**config.mk**
```make
export PLATFORM = sky130hd
export DESIGN_NAME = bcd_conv_arbiter
export DESIGN_NICKNAME = d
export VERILOG_FILES = /design/src/rtl/bcd_arb_pkg.sv /design/src/rtl/bcd_rr_pick.sv /design/src/rtl/bcd_conv_arbiter.sv
export SDC_FILE = /design/constraint.sdc
export NUM_CORES = 1
export LEC_CHECK = 0
export BUFFER_PORTS_ARGS = -buffer_cell sky130_fd_sc_hd__buf_2
export CAP_MARGIN = 20
export CORE_ASPECT_RATIO = 0.75
export CORE_MARGIN = 5
export CORE_UTILIZATION = 47
export DETAILED_ROUTE_END_ITERATION = 12
export PLACE_DENSITY = 0.76
export SYNTH_ARGS = -nofsm -noshare
export SYNTH_HDL_FRONTEND = slang
export SYNTH_SLANG_ARGS = --single-unit
```
**constraint.sdc**
```tcl
create_clock -name clk -period 2.7 [get_ports clk]
set_clock_uncertainty 0.2 [all_clocks]
set_input_delay 0.81 -clock clk [delete_from_list [all_inputs] [get_ports clk]]
set_output_delay 0.81 -clock clk [all_outputs]
set_load 0.01 [all_outputs]
```
**src/rtl/bcd_arb_pkg.sv**
```systemverilog
// Shared types and constants for the arbitrated binary-to-BCD converter.
package bcd_arb_pkg;

  localparam int BCD_W = 10;
  localparam int BIN_W = 8;
  localparam int STEPS = 6;

  typedef enum logic [1:0] {
    IDLE,
    CONV,
    DONE
  } state_t;

  // Subtraction weights in step order: two hundreds bits, then four tens bits.
  localparam logic [BIN_W-1:0] W [0:STEPS-1] = '{8'd200, 8'd100, 8'd80, 8'd40, 8'd20, 8'd10};

endpackage

```
**src/rtl/bcd_rr_pick.sv**
```systemverilog
// Combinational circular-priority picker; first valid index after ptr_i wins.
// Optional BCD_ARB_FIXED_PRI_EN selects lowest-index-wins and ignores ptr_i.
module bcd_rr_pick
  import bcd_arb_pkg::*;
#(
  parameter int NREQ = 4,
  parameter int ID_W = $clog2(NREQ)
) (
  input  logic [NREQ-1:0] valid_i,
  input  logic [ID_W-1:0] ptr_i,
  output logic            any_o,
  output logic [ID_W-1:0] grant_o
);

  int unsigned idx;

`ifdef BCD_ARB_FIXED_PRI_EN
  logic unused_ptr;
  assign unused_ptr = ^ptr_i;
`endif

  // Scan from lowest to highest priority so the last hit is the winner.
  always_comb begin
    any_o   = 1'b0;
    grant_o = '0;
    idx     = 0;
    for (int unsigned k = 0; k < NREQ; k++) begin
`ifdef BCD_ARB_FIXED_PRI_EN
      idx = NREQ - 1 - k;
`else
      idx = (int'(ptr_i) + NREQ - k) % NREQ;
`endif
      if (valid_i[ID_W'(idx)]) begin
        any_o   = 1'b1;
        grant_o = ID_W'(idx);
      end
    end
  end

endmodule

```
**src/rtl/bcd_conv_arbiter.sv**
```systemverilog
// One sequential 8-bit binary-to-BCD engine shared by NREQ requesters.
// Define BCD_ARB_FIXED_PRI_EN for fixed (lowest-index) priority instead of round-robin.
module bcd_conv_arbiter
  import bcd_arb_pkg::*;
#(
  parameter  int NREQ = 4,
  localparam int ID_W = $clog2(NREQ)
) (
  input  logic                  clk,
  input  logic                  rst,
  input  logic [NREQ-1:0]       req_valid,
  input  logic [BIN_W*NREQ-1:0] req_bin,
  output logic [NREQ-1:0]       req_ready,
  output logic                  out_valid,
  input  logic                  out_ready,
  output logic [BCD_W-1:0]      out_bcd,
  output logic [ID_W-1:0]       out_id,
  output logic                  busy
);

  state_t             state_q;
  logic [BIN_W-1:0]   rem_q;
  logic [STEPS-1:0]   bits_q;
  logic [2:0]         step_q;
  logic [ID_W-1:0]    id_q;
  logic [ID_W-1:0]    rr_ptr_q;
  logic               out_valid_q;
  logic [BCD_W-1:0]   out_bcd_q;

  logic               pick_any;
  logic [ID_W-1:0]    pick_grant;
  logic [BIN_W-1:0]   sel_bin;
  logic [BIN_W-1:0]   weight;
  logic               take;
  logic [BIN_W-1:0]   rem_d;
  logic [STEPS-1:0]   bits_d;

  bcd_rr_pick #(
    .NREQ (NREQ),
    .ID_W (ID_W)
  ) u_pick (
    .valid_i (req_valid),
    .ptr_i   (rr_ptr_q),
    .any_o   (pick_any),
    .grant_o (pick_grant)
  );

  assign sel_bin = req_bin[int'(pick_grant)*BIN_W +: BIN_W];

  // One restoring compare-subtract step; result bits shift in MSB first.
  always_comb begin
    weight = W[step_q];
    take   = (rem_q >= weight);
    rem_d  = take ? (rem_q - weight) : rem_q;
    bits_d = {bits_q[STEPS-2:0], take};
  end

  always_comb begin
    req_ready = '0;
    for (int unsigned i = 0; i < NREQ; i++) begin
      req_ready[i] = (state_q == IDLE) && pick_any && (pick_grant == ID_W'(i));
    end
  end

  always_ff @(posedge clk) begin
    if (rst) begin
      state_q     <= IDLE;
      rem_q       <= '0;
      bits_q      <= '0;
      step_q      <= '0;
      id_q        <= '0;
      rr_ptr_q    <= ID_W'(NREQ - 1);
      out_valid_q <= 1'b0;
      out_bcd_q   <= '0;
    end else begin
      case (state_q)
        IDLE: begin
          if (pick_any) begin
            rem_q   <= sel_bin;
            id_q    <= pick_grant;
            step_q  <= '0;
            bits_q  <= '0;
            state_q <= CONV;
`ifndef BCD_ARB_FIXED_PRI_EN
            rr_ptr_q <= pick_grant;
`endif
          end
        end
        CONV: begin
          rem_q  <= rem_d;
          bits_q <= bits_d;
          step_q <= step_q + 3'd1;
          if (step_q == 3'(STEPS - 1)) begin
            state_q     <= DONE;
            out_valid_q <= 1'b1;
            out_bcd_q   <= {bits_d, rem_d[3:0]};
          end
        end
        DONE: begin
          if (out_ready) begin
            out_valid_q <= 1'b0;
            state_q     <= IDLE;
          end
        end
        default: state_q <= IDLE;
      endcase
    end
  end

  assign out_valid = out_valid_q;
  assign out_bcd   = out_bcd_q;
  assign out_id    = id_q;
  assign busy      = (state_q != IDLE);

endmodule

```
After elaboration in Yosys (flattened, before gate mapping)

Memories as Yosys holds them, arrays and structs flattened.
Index checks and enable logic that the tools add are counted.

Memories kept: 1
Output and inout bits: 18
Bits in registers: 33
Memory bits (read-only): 64
Word-level logic and storage cells: 82
RAM bits: 0
Bits in latches: 0

Memories:

| name            | depth | bits a word | read ports | clocked after memory_dff | write ports | RTL line               | source |
|---|---|---|---|---|---|---|---|
| (no name shown) | 8     | 8           | 1          | 0                        | 0           | bcd_conv_arbiter.sv:52 | `weight = W[step_q];` |

Divide/modulo/power cells: 0
Reductions and logical operators: 16
Bitwise operators: 1
Multiply operators: 0
Mux-type cells: 32
Add/subtract/negate cells: 6
Magnitude comparators: 6
Shifts and indexed selects: 1
Equal/unequal tests: 10

Operator list:

| operator                                                    | number |
|---|---|
| two-way mux 8 bit                                           | 4 |
| indexed part select 32 x 6 -> 8 bit                         | 1 |
| one-hot mux 8 bit (2 select lines)                          | 1 |
| two-way mux 2 bit                                           | 7 |
| less-than comparator 2 x 3 -> 1 bit (second input constant) | 4 |
| two-way mux 1 bit                                           | 10 |
| one-hot mux 5 bit (2 select lines)                          | 1 |
| AND reduction 3 bit                                         | 3 |
| binary-select mux 1 bit (select 2 bit)                      | 4 |
| greater-or-equal comparator 8 bit                           | 1 |
| inequality test 2 bit (second input constant)               | 4 |
| subtractor 8 bit                                            | 1 |
| equality test 2 bit (second input constant)                 | 3 |
| one-hot mux 2 bit (3 select lines)                          | 1 |
| one-hot mux 3 bit (2 select lines)                          | 1 |
| AND reduction 2 bit                                         | 3 |
| nonzero test 2 bit                                          | 3 |
| logical AND 1 bit                                           | 5 |
| two-way mux 5 bit                                           | 1 |
| equality test 2 x 1 -> 1 bit (second input constant)        | 2 |
| greater-or-equal comparator 4 bit (second input constant)   | 1 |
| logical NOT 2 bit                                           | 2 |
| inverter 3 -> 4 bit                                         | 1 |
| subtractor 2 bit (second input constant)                    | 2 |
| other kinds (6)                                             | 6 |

Logic depth before layout (Yosys ltp)

Gate-level depths: netlist of run 1.

Depth in word-level cells: 10
Mapped depth: 11
Depth with buffers taken out: 11

By module

From an unflattened synthesis of run 1, not the netlist that was laid out.

Cells, all modules: 270
Area, all modules: 2,163.3 sq um

Modules (own cells, without submodules):

| module           | area each (sq um) | seq. area each (sq um) | cells an instance | instances |
|---|---|---|---|---|
| bcd_conv_arbiter | 2,072.0           | 660.6                  | 256               | 1 |
| bcd_rr_pick      | 91.3              | 0.0                    | 14                | 1 |

Least setup slack after synthesis of run 1

Ideal clock, no wire load.

Kind: input to output
Start: in req_valid[3]
End: out req_ready[0]
Stages: 6
Data arrival time: 1,884 ps
Setup slack: -194 ps
Cell sequence: and2b_1 > o21ai_0 > o311a_1 > buf_2 > inv_1 > nor3_1

Cells in the longest elaborated chain, start to end: 8

RTL lines:

| what                                                                 | RTL line               | source |
|---|---|---|
| from (decl)                                                          | bcd_conv_arbiter.sv:11 | `input logic [NREQ-1:0] req_valid,` |
| binary-select mux 1 bit (select 2 bit)                               | bcd_rr_pick.sv:33      | `if (valid_i[ID_W'(idx)]) begin` |
| two-way mux 1 bit (not written as such)                              | bcd_rr_pick.sv:33      |  |
| two-way mux 2 bit or two-way mux 1 bit (tied branches) (4 in series) | bcd_rr_pick.sv:33      |  |
| logical NOT 2 bit or logical AND 1 bit (tied branches)               | bcd_conv_arbiter.sv:61 | `req_ready[i] = (state_q == IDLE) && pick_any && (pick_grant == ID_W'(i));` |
| logical AND 1 bit (*)                                                | bcd_conv_arbiter.sv:61 |  |
| to (decl)                                                            | bcd_conv_arbiter.sv:13 | `output logic [NREQ-1:0] req_ready,` |

Mark *: on every way between the ends. The rest lies on a longest branch, timed or not. The select of a mux whose other input is x is not followed.

Worst setup path in the final report of run 1

Start: in req_valid[2]
End: out req_ready[1]

Cells in the longest elaborated chain, start to end: 8

RTL lines:

| what                                                                 | RTL line |
|---|---|
| binary-select mux 1 bit (select 2 bit)                               | bcd_rr_pick.sv:33 |
| two-way mux 1 bit (not written as such)                              | bcd_rr_pick.sv:33 |
| two-way mux 2 bit or two-way mux 1 bit (tied branches) (4 in series) | bcd_rr_pick.sv:33 |
| equality test 2 x 1 -> 1 bit or logical AND 1 bit (tied branches)    | bcd_conv_arbiter.sv:61 |
| logical AND 1 bit (*)                                                | bcd_conv_arbiter.sv:61 |

Marks and branches as above.

==> results.json, run 1 <==
{
  "status": "finished, violations left",
  "violations": "negative setup slack",
  "htree_levels": 2,
  "synth-seq-cells": 33,
  "routabilityCongestion": 0.9297,
  "layout.nets": 397,
  "fin_crit_sh_pct": 103.4,
  "wl_per_cell_um": 14.94,
  "holdPathStages": 2,
  "cpPeakStageDelay_ps": 150,
  "synth_area_um2": 2061,
  "grt_usage_pct": 21.35,
  "start_util_pct": 49.61,
  "clock_sinks": 33,
  "ant_nets": 0,
  "ys_seq_area_share_pct": 32.06,
  "antenna_found_initial": 0,
  "hold_path.class": "reg -> reg",
  "die_w_um": 86.46,
  "power_density_nw_per_um2": 546.9,
  "core_region_area_um2": 4154,
  "clk_path_buf_depth": 2,
  "drc": 0,
  "drt-initial-drc-count": 141,
  "path_delay_family": "buffers and inverters",
  "path_class": "in -> out",
  "place_ws_ps": -177.8,
  "rr_endpoint": "out_bcd[2]",
  "setup_violations": 4,
  "syn_inst": 257,
  "cp.depth": 7,
  "critPathBufInv": 3,
  "synth_top_area_share_pct": 32.06,
  "grt_pass1_wl_um": 9798,
  "crit_required_ps": 1690,
  "cts_tree": "built",
  "port_buffers": 56,
  "fp-row-count": 20,
  "routed_wirelength_um": 5991,
  "rr_worst_depth": 11,
  "areaGrowthSynthToFinish_pct": 41.53,
  "max-slew-margin-rel_pct": 58.77,
  "first_pass_iters": 4,
  "multi_input_area_um2": 1433,
  "synth-edff-count": 0,
  "yosys-top-cells-area": "dfxtp_1, mux2i_1, a21oi_1",
  "antenna_cells": 0,
  "min-delay-start": "out_bcd[7]",
  "clk_latency_ps": 290,
  "slowest_stage": "a21o_1",
  "startpoint_type": "primary input",
  "via_count": 2197,
  "fillers": 332,
  "grt_max_degree": 34,
  "clock-root-buffer": "clkbuf_8",
  "rr_startpoint": "step_q[0]",
  "fmax_ghz": 0.3582,
  "hold_viol_final": 0,
  "synthArstFlopShare_pct": 0,
  "slew_violations": 0,
  "overflow": 0,
  "syn-num-nets": 309,
  "rrSetupSlack_ps": 90,
  "crit_path_end_kind": "primary output",
  "rsz0062_at_grt": "yes",
  "grt_pass1_vias": 2240,
  "synthFlopType": "dfxtp_1",
  "synth_area_per_cell_um2": 8.018,
  "cp.arrival_ps": 1780,
  "dpl.hpwl_um": 4366,
  "setup_tns_ps": -260.7,
  "synth_top_cell_by_area": "dfxtp_1",
  "critPathLaunch": "req_valid[2]",
  "die_y_um": 67.35,
  "leakage_nw": 1.313,
  "synth.distinct_cells": 46,
  "via_per_inst": 5.479,
  "hold_end": "out_bcd[7]",
  "cts_inserted_buffers": 5,
  "yosysWarnings": 0,
  "drive_above_1_share_pct": 39.60,
  "clk_pin_slew_ps": 70,
  "path_cells": "buf_8 -> nand2b_4 -> a21o_1 -> o311a_1 -> buf_6 -> nor3_2 -> buf_2",
  "vdd_ir_drop_max_mv": 0.3509,
  "crit_fanout": 4,
  "dieArea_um2": 5823,
  "setup_ws_ps": -91.48,
  "cap_viol_max_count": 0,
  "regArea_um2": 664.4,
  "io_pins": 57,
  "finalCriticalPeriod_ps": 2791,
  "tightestPinTransition_ps": 618.5
}
[metrics by stage]
stage          total power, mW  std cells  instance area [µm²]  utilization (%)  hold WS [ps]
2_1_floorplan           0.8970        257                 2110                -         232.1
3_3_place_gp             1.045        385                 2608            62.77         241.9
3_5_place_dp             1.057        385                 2608            62.77         245.1
4_1_cts                  1.556        398                 2806            67.56         256.7
5_1_grt                  1.685        401                 2917            70.21         279.0
6_report                 1.595        401                 2917            70.21         253.2
[where the power goes]
part           switching (mW)  internal [mW]
Combinational           0.289          0.291
Clock                   0.196          0.276
Sequential             0.0272          0.516
Total                   0.512           1.08
[worst max-delay path by stage]
stage                     slack (ps)           end
final                            -90  req_ready[1]
after global routing            -140  req_ready[1]
after CTS                        -80  req_ready[1]
after detailed placement        -180  req_ready[0]
after global placement          -140  req_ready[0]
after floorplan                  -20  req_ready[1]
[logic make-up (layout without fill, tap and decap cells)]
logic type / count (synthesis) / count (layout) / share of synthesized area [%]
simple gates: 100 / 100 / 21.92
compound gates: 64 / 65 / 20.95
flops: 33 / 33 / 32.06
buf+inv: 23 / 111 / 5.160
mux: 20 / 20 / 9.957
fa+ha+maj: 13 / 13 / 8.257
xor+xnor: 4 / 4 / 1.700
[placed cells by master, fill, tap and decap left out, types with 3 or more instances in the layout]
cell and instances:
a21o_1 5, a21oi_1 30, a311oi_1 3, buf_2 53, buf_4 36, buf_6 3, clkbuf_8 5, dfxtp_1 32
ha_1 8, inv_1 6, mux2_2 4, mux2i_1 15, nand2_1 36, nand3_1 12, nor2_1 22, nor3_1 5
o21ai_0 3, o21ai_1 4, o22a_1 3
[synth_stat cells, drive strengths merged (2+ instances only)]
cell type   n
a21o        6
nand3b      2
dfxtp      33
nor2b       3
nand3      13
or2         2
nand2      37
nor4        2
or3         2
o22a        3
inv         8
xor2        2
a21oi      31
xnor2       2
mux2i      16
clkbuf      9
o21ai       7
buf         5
mux2        4
nor3        7
nor2       25
o22ai       2
nand2b      4
a311oi      3
ha         12
[flip-flops by register name, summed over array words and instances (netlist names)]
| signal | flops |
|---|---|
| out_valid | 1 |
| state_q | 2 |
| rr_ptr_q | 2 |
| rem_q | 8 |
| out_id | 2 |
| bits_q | 5 |
| step_q | 3 |
| out_bcd | 10 |
[repair_timing]
item / in CTS / in global routing
gates resized for setup: 10 / 26
hold endpoints to repair: 0 / 0
cloned: 1 / 0
pin swaps: 8 / 11
hold buffers: 0 / 0
buffers inserted: 4 / 3
setup endpoints to repair: 5 / 14
[worst reg2reg max path, stage by stage (launching register included)]
cell and delay, ps:
dfxtp_4 360, buf_4 150, nor2_4 110, buf_4 130, a21oi_1 40, ha_1 360
nand3_2 90, a211o_1 270, a32oi_4 310, buf_6 170, mux2i_2 210, a211oi_2 90
[area by class of cell]
class / instances / share of cell area, %
sequential: 33 / 22.78
timing repair buffer: 94 / 20.55
inverter: 9 / 1.244
clock buffer: 5 / 2.360
multi-input combinational: 202 / 49.12
clock inverter: 3 / 1.587
tap: 55 / 2.360
[layer usage]
layer  track usage [%]  wire (µm)  part of all wire [%]  vias up
li1                  -          -                     -     1095
met1             26.96       2689                    45     1035
met2             35.78       2905                    48       57
met3             4.634        324                   5.4       10
met4             8.366         72                   1.2        0
met5                 0          0                     0        -
Power figures use the tool's default switching activity.
==> inputs of run 2 (changes only) <==
--- a/config.mk
+++ b/config.mk
@@ -5,13 +5,14 @@
 export SDC_FILE = /design/constraint.sdc
 export NUM_CORES = 1
 export LEC_CHECK = 0
+export ABC_AREA = 1
 export BUFFER_PORTS_ARGS = -buffer_cell sky130_fd_sc_hd__buf_2
 export CAP_MARGIN = 20
 export CORE_ASPECT_RATIO = 0.75
 export CORE_MARGIN = 5
-export CORE_UTILIZATION = 47
+export CORE_UTILIZATION = 58
 export DETAILED_ROUTE_END_ITERATION = 12
-export PLACE_DENSITY = 0.76
+export PLACE_DENSITY = 0.86
 export SYNTH_ARGS = -nofsm -noshare
 export SYNTH_HDL_FRONTEND = slang
 export SYNTH_SLANG_ARGS = --single-unit
==> constraint.sdc (replaced) <==
create_clock -name clk -period 3.55 [get_ports clk]
set_clock_uncertainty 0.2 [all_clocks]
set_input_delay 1.065 -clock clk [delete_from_list [all_inputs] [get_ports clk]]
set_output_delay 1.065 -clock clk [all_outputs]
set_load 0.01 [all_outputs]
==> results.json, run 2 <==
{
  "crit_path_end_kind": "primary output",
  "grt_max_degree": 22,
  "grt_pass1_wl_um": 9508,
  "antenna_found_initial": 0,
  "synth_top_cell_by_area": "dfxtp_1",
  "drc": 0,
  "grt_pass1_vias": 2165,
  "hold_path.class": "reg -> reg",
  "setup_ws_ps": 40.87,
  "dpl.hpwl_um": 4310,
  "drt-initial-drc-count": 140,
  "via_per_inst": 5.044,
  "clock-root-buffer": "clkbuf_8",
  "vdd_ir_drop_max_mv": 0.4954,
  "htree_levels": 2,
  "routed_wirelength_um": 5813,
  "final_area_um2": 2841,
  "port_buffers": 56,
  "overflow": 0,
  "yosys-top-cells-area": "dfxtp_1, nand2_1, nand3_1",
  "holdWs_ps": 262.7,
  "slew_violations": 0,
  "core_region_area_um2": 3732,
  "final_cell_mix": "nand2_1, buf_2, inv_1",
  "yosysWarnings": 0,
  "io_pins": 57,
  "die_w_um": 82.57,
  "dieArea_um2": 5320,
  "synth.distinct_cells": 31,
  "power_density_nw_per_um2": 747.1,
  "regArea_um2": 660.6,
  "dpl_cell_area_um2": 2615,
  "routabilityCongestion": 0.8642,
  "clk_pin_slew_ps": 70,
  "ys_seq_area_share_pct": 28.84,
  "synthArstFlopShare_pct": 0,
  "startpoint_type": "primary input",
  "finalCriticalPeriod_ps": 3509,
  "syn-num-nets": 411,
  "areaGrowthSynthToFinish_pct": 24.03,
  "synthFlopType": "dfxtp_1",
  "synth_most_common_cell": "nand2_1",
  "layout_commonest_cell": "nand2_1",
  "synth_area_um2": 2291,
  "setup_violations": 0,
  "leakage_nw": 1.544,
  "grt_usage_pct": 22.54,
  "synth_common_cells": "nand2_1, inv_1, nand3_1",
  "fp-row-count": 19,
  "hold_viol_final": 0,
  "wl_per_cell_um": 12.19,
  "via_count": 2406,
  "clk_path_buf_depth": 2,
  "clock_sinks": 33,
  "antenna_cells": 0,
  "fin_total_pwr_mw": 2.123,
  "crit_required_ps": 2280,
  "largest_reg_flops": 10,
  "synth_area_per_cell_um2": 6.381,
  "layout.nets": 476,
  "drive_above_1_share_pct": 26.59,
  "status": "complete, no violations",
  "synth-seq-cells": 33,
  "synth_top_area_share_pct": 28.84,
  "synth-edff-count": 0,
  "clk_latency_ps": 290,
  "syn_inst": 359,
  "fmax_ghz": 0.2850,
  "cts_inserted_buffers": 5,
  "crit_fanout": 7,
  "setup_tns_ps": 0,
  "cp.arrival_ps": 2240,
  "cap_viol_max_count": 0,
  "multi_input_area_um2": 1398,
  "max-slew-margin-rel_pct": 58.12,
  "fillers": 301,
  "path_class": "in -> out",
  "ant_nets": 0,
  "cts_tree": "built",
  "place_ws_ps": 60.64,
  "start_util_pct": 61.38,
  "tightestPinTransition_ps": 625.9,
  "first_pass_iters": 4,
  "fin_crit_sh_pct": 98.85,
  "die_y_um": 64.43
}
[run 2: changes by cell type after synthesis, moves of 5 or more]
cell and delta:
nor2_1 +7, nand3_1 +29, o21ai_0 +8, mux2i_1 -16, inv_1 +40, nand2_1 +67
a21oi_1 -7, nor3_1 -5, nand2_2 +8
[run 2: final cells by class]
type | count | share of cell area, %
Clock inverter | 2 | 1.321
Clock buffer | 6 | 2.906
Sequential cell | 33 | 23.25
Inverter | 52 | 7.133
Tap cell | 52 | 2.290
Timing Repair Buffer | 70 | 13.91
Multi-Input combinational cell | 262 | 49.19
[run 2: power breakdown]
part           switching, mW  total [mW]  internal, mW
Clock                  0.142       0.370         0.228
Combinational          0.752        1.26         0.513
Sequential            0.0601       0.488         0.428
[run 2: repair_timing]
item,in CTS,in global routing
gates resized for setup,0,17
hold buffers,0,0
setup buffers,0,7
setup endpoints to repair,0,4
[run 2: logic make-up (layout without fill, tap and decap cells)]
family | count (synthesis) | after routing | synth area share, %
fa+ha+maj | 13 | 13 | 7.427
flops | 33 | 33 | 28.84
simple gates | 196 | 196 | 38.12
xor+xnor | 4 | 4 | 1.529
buf+inv | 64 | 130 | 11.96
compound gates | 49 | 49 | 12.12
[run 2: path summary, 6_finish.rpt]
kind	startpoint	end	slack (ps)	cells after the start
hold / removal	out_bcd[7]	out_bcd[7]	260	2
setup reg to reg	step_q[0]	rem_q[6]	500	15
hold reg to reg	out_bcd[7]	out_bcd[7]	260	2
setup / recovery	req_valid[2]	req_ready[1]	40	12
[run 2: critical path, stage by stage]
cell and delay [ps]:
buf_2 110, inv_1 40, nand2_1 100, nand2_2 80
nand2_1 90, nand2_1 100, inv_2 120, nand3_4 120
nand2_4 100, nand2_1 80, nor2_2 110, buf_2 140
[run 2: per-stage QoR]
stage	std cells	utilization, %
global placement	462	70.06
CTS	470	73.28
floorplan	359	-
global route	477	76.13
detailed placement	462	70.06
finish	477	76.13
[run 2: layer usage]
metal / global-route usage (%) / vias to the layer above / share of wire (%)
met1: 30.87 / 1073 / 45
met5: 0 / - / 0
met4: 5.714 / 0 / 1.8
met3: 4.571 / 14 / 5.6
li1: - / 1263 / -
met2: 36.30 / 56 / 47
==> inputs of run 3 (changes only) <==
--- a/config.mk
+++ b/config.mk
@@ -10,9 +10,9 @@
 export CAP_MARGIN = 20
 export CORE_ASPECT_RATIO = 0.75
 export CORE_MARGIN = 5
-export CORE_UTILIZATION = 58
+export CORE_UTILIZATION = 54
 export DETAILED_ROUTE_END_ITERATION = 12
-export PLACE_DENSITY = 0.86
+export PLACE_DENSITY_LB_ADDON = 0.15
 export SYNTH_ARGS = -nofsm -noshare
 export SYNTH_HDL_FRONTEND = slang
 export SYNTH_SLANG_ARGS = --single-unit
==> constraint.sdc (replaced) <==
create_clock -name clk -period 4.02 [get_ports clk]
set_clock_uncertainty 0.2 [all_clocks]
set_input_delay 1.206 -clock clk [delete_from_list [all_inputs] [get_ports clk]]
set_output_delay 1.206 -clock clk [all_outputs]
set_load 0.01 [all_outputs]
==> results.json, run 3 (synthesis gave the netlist of run 2 again) <==
{
  "routed_wirelength_um": 5353,
  "final_util_pct": 67.21,
  "grt_pass1_vias": 2120,
  "drt-initial-drc-count": 104,
  "dieArea_um2": 5659,
  "start_util_pct": 56.17,
  "hold_path.class": "reg -> reg",
  "layout.nets": 467,
  "met3_length_um": 308,
  "antenna_cells": 0,
  "top_layer_used": "met4",
  "io_pins": 57,
  "slew_violations": 0,
  "crit_path_end_kind": "primary output",
  "fin_crit_sh_pct": 95.46,
  "fmax_ghz": 0.2606,
  "cts_tree": "built",
  "power_density_nw_per_um2": 652.0,
  "status": "complete, no violations",
  "final_area_um2": 2741,
  "path_common_cell": "nand2_1",
  "holdWs_ps": 260.7,
  "drive_above_1_share_pct": 21.88,
  "grt_usage_pct": 19.94,
  "leakage_nw": 1.504,
  "grt_pass1_wl_um": 9177,
  "path_class": "in -> out",
  "path_cells": "buf_2 -> inv_1 -> nand2_1 -> nand2_1 -> nand2_1 -> nand2_1 -> inv_1 -> nand3_4 -> nand2_4 -> nand2_1 -> nor2_1 -> buf_2",
  "ant_nets": 0,
  "hold_viol_final": 0,
  "setup_violations": 0,
  "postCtsSetupRepairBufs": 0,
  "core_region_area_um2": 4079,
  "vdd_ir_drop_max_mv": 0.3480,
  "setup_ws_ps": 182.3,
  "fin_total_pwr_mw": 1.787,
  "route.met2.wl_um": 2359,
  "largest_reg_flops": 10,
  "startpoint_type": "primary input",
  "wl_per_cell_um": 11.37,
  "dpl_cell_area_um2": 2604,
  "via_per_inst": 4.928,
  "cts.hold.buffers_added": 0,
  "crit_required_ps": 2610,
  "rr_worst_depth": 16,
  "layout_commonest_cell": "nand2_1",
  "via_count": 2321,
  "clk_path_buf_depth": 2,
  "fp-row-count": 20,
  "m1WireLength_um": 2666,
  "slowest_stage": "nand2_4",
  "clk_pin_slew_ps": 70,
  "clk_latency_ps": 290,
  "clock_sinks": 33,
  "overflow": 0,
  "routabilityCongestion": 0.8777,
  "max-slew-margin-rel_pct": 50.94,
  "dpl.hpwl_um": 4180,
  "final_cell_mix": "nand2_1, buf_2, inv_1",
  "finalCriticalPeriod_ps": 3838,
  "cts_inserted_buffers": 5,
  "port_buffers": 56,
  "first_pass_iters": 4,
  "crit_fanout": 13,
  "die_y_um": 66.41,
  "tightestPinTransition_ps": 733.1,
  "setup_tns_ps": 0,
  "htree_levels": 2,
  "drc": 0,
  "cpPeakStageDelay_ps": 160,
  "grt_max_degree": 22,
  "cp.arrival_ps": 2430,
  "dp.cells": 463,
  "areaGrowthSynthToFinish_pct": 19.66,
  "antenna_found_initial": 0,
  "cts_resized": 0,
  "cap_viol_max_count": 0,
  "place_ws_ps": 202.9,
  "clock-root-buffer": "clkbuf_8",
  "layoutNonFillerInstCount": 471,
  "holdPathStages": 2,
  "die_w_um": 85.21,
  "rsz0062_at_grt": "no"
}
## run 3: final timing paths
path | startpoint | end | slack, ps
worst min-delay path | out_bcd[8] | out_bcd[8] | 260
worst min register to register | out_bcd[8] | out_bcd[8] | 260
worst max-delay path | req_valid[3] | req_ready[1] | 180
worst max register to register | step_q[0] | rem_q[4] | 1020
## run 3: critical path: cells and delay by family
kind / cells / cell delay (ps)
AND/OR/NAND/NOR: 8 / 830
buffers and inverters: 4 / 380
## run 3: cell type report
type	instances	area [µm²]
fill	398	1338
inverter	52	200.2
tap	55	68.82
clock buffer	5	68.82
clock inverter	3	68.82
sequential	33	660.6
timing repair buffer	61	317.8
multi-input combinational	262	1356
## run 3: metal layers
layer / GRT usage, % / vias up
met1: 26.97 / 1022
met4: 4.743 / 0
li1: - / 1247
met3: 3.487 / 2
met2: 33.04 / 50
met5: 0 / -
## run 3: report_power, final
part | switching [mW] | total, mW | internal (mW)
clock | 0.132 | 0.382 | 0.250
sequential | 0.0526 | 0.430 | 0.378
combinational | 0.607 | 0.975 | 0.368
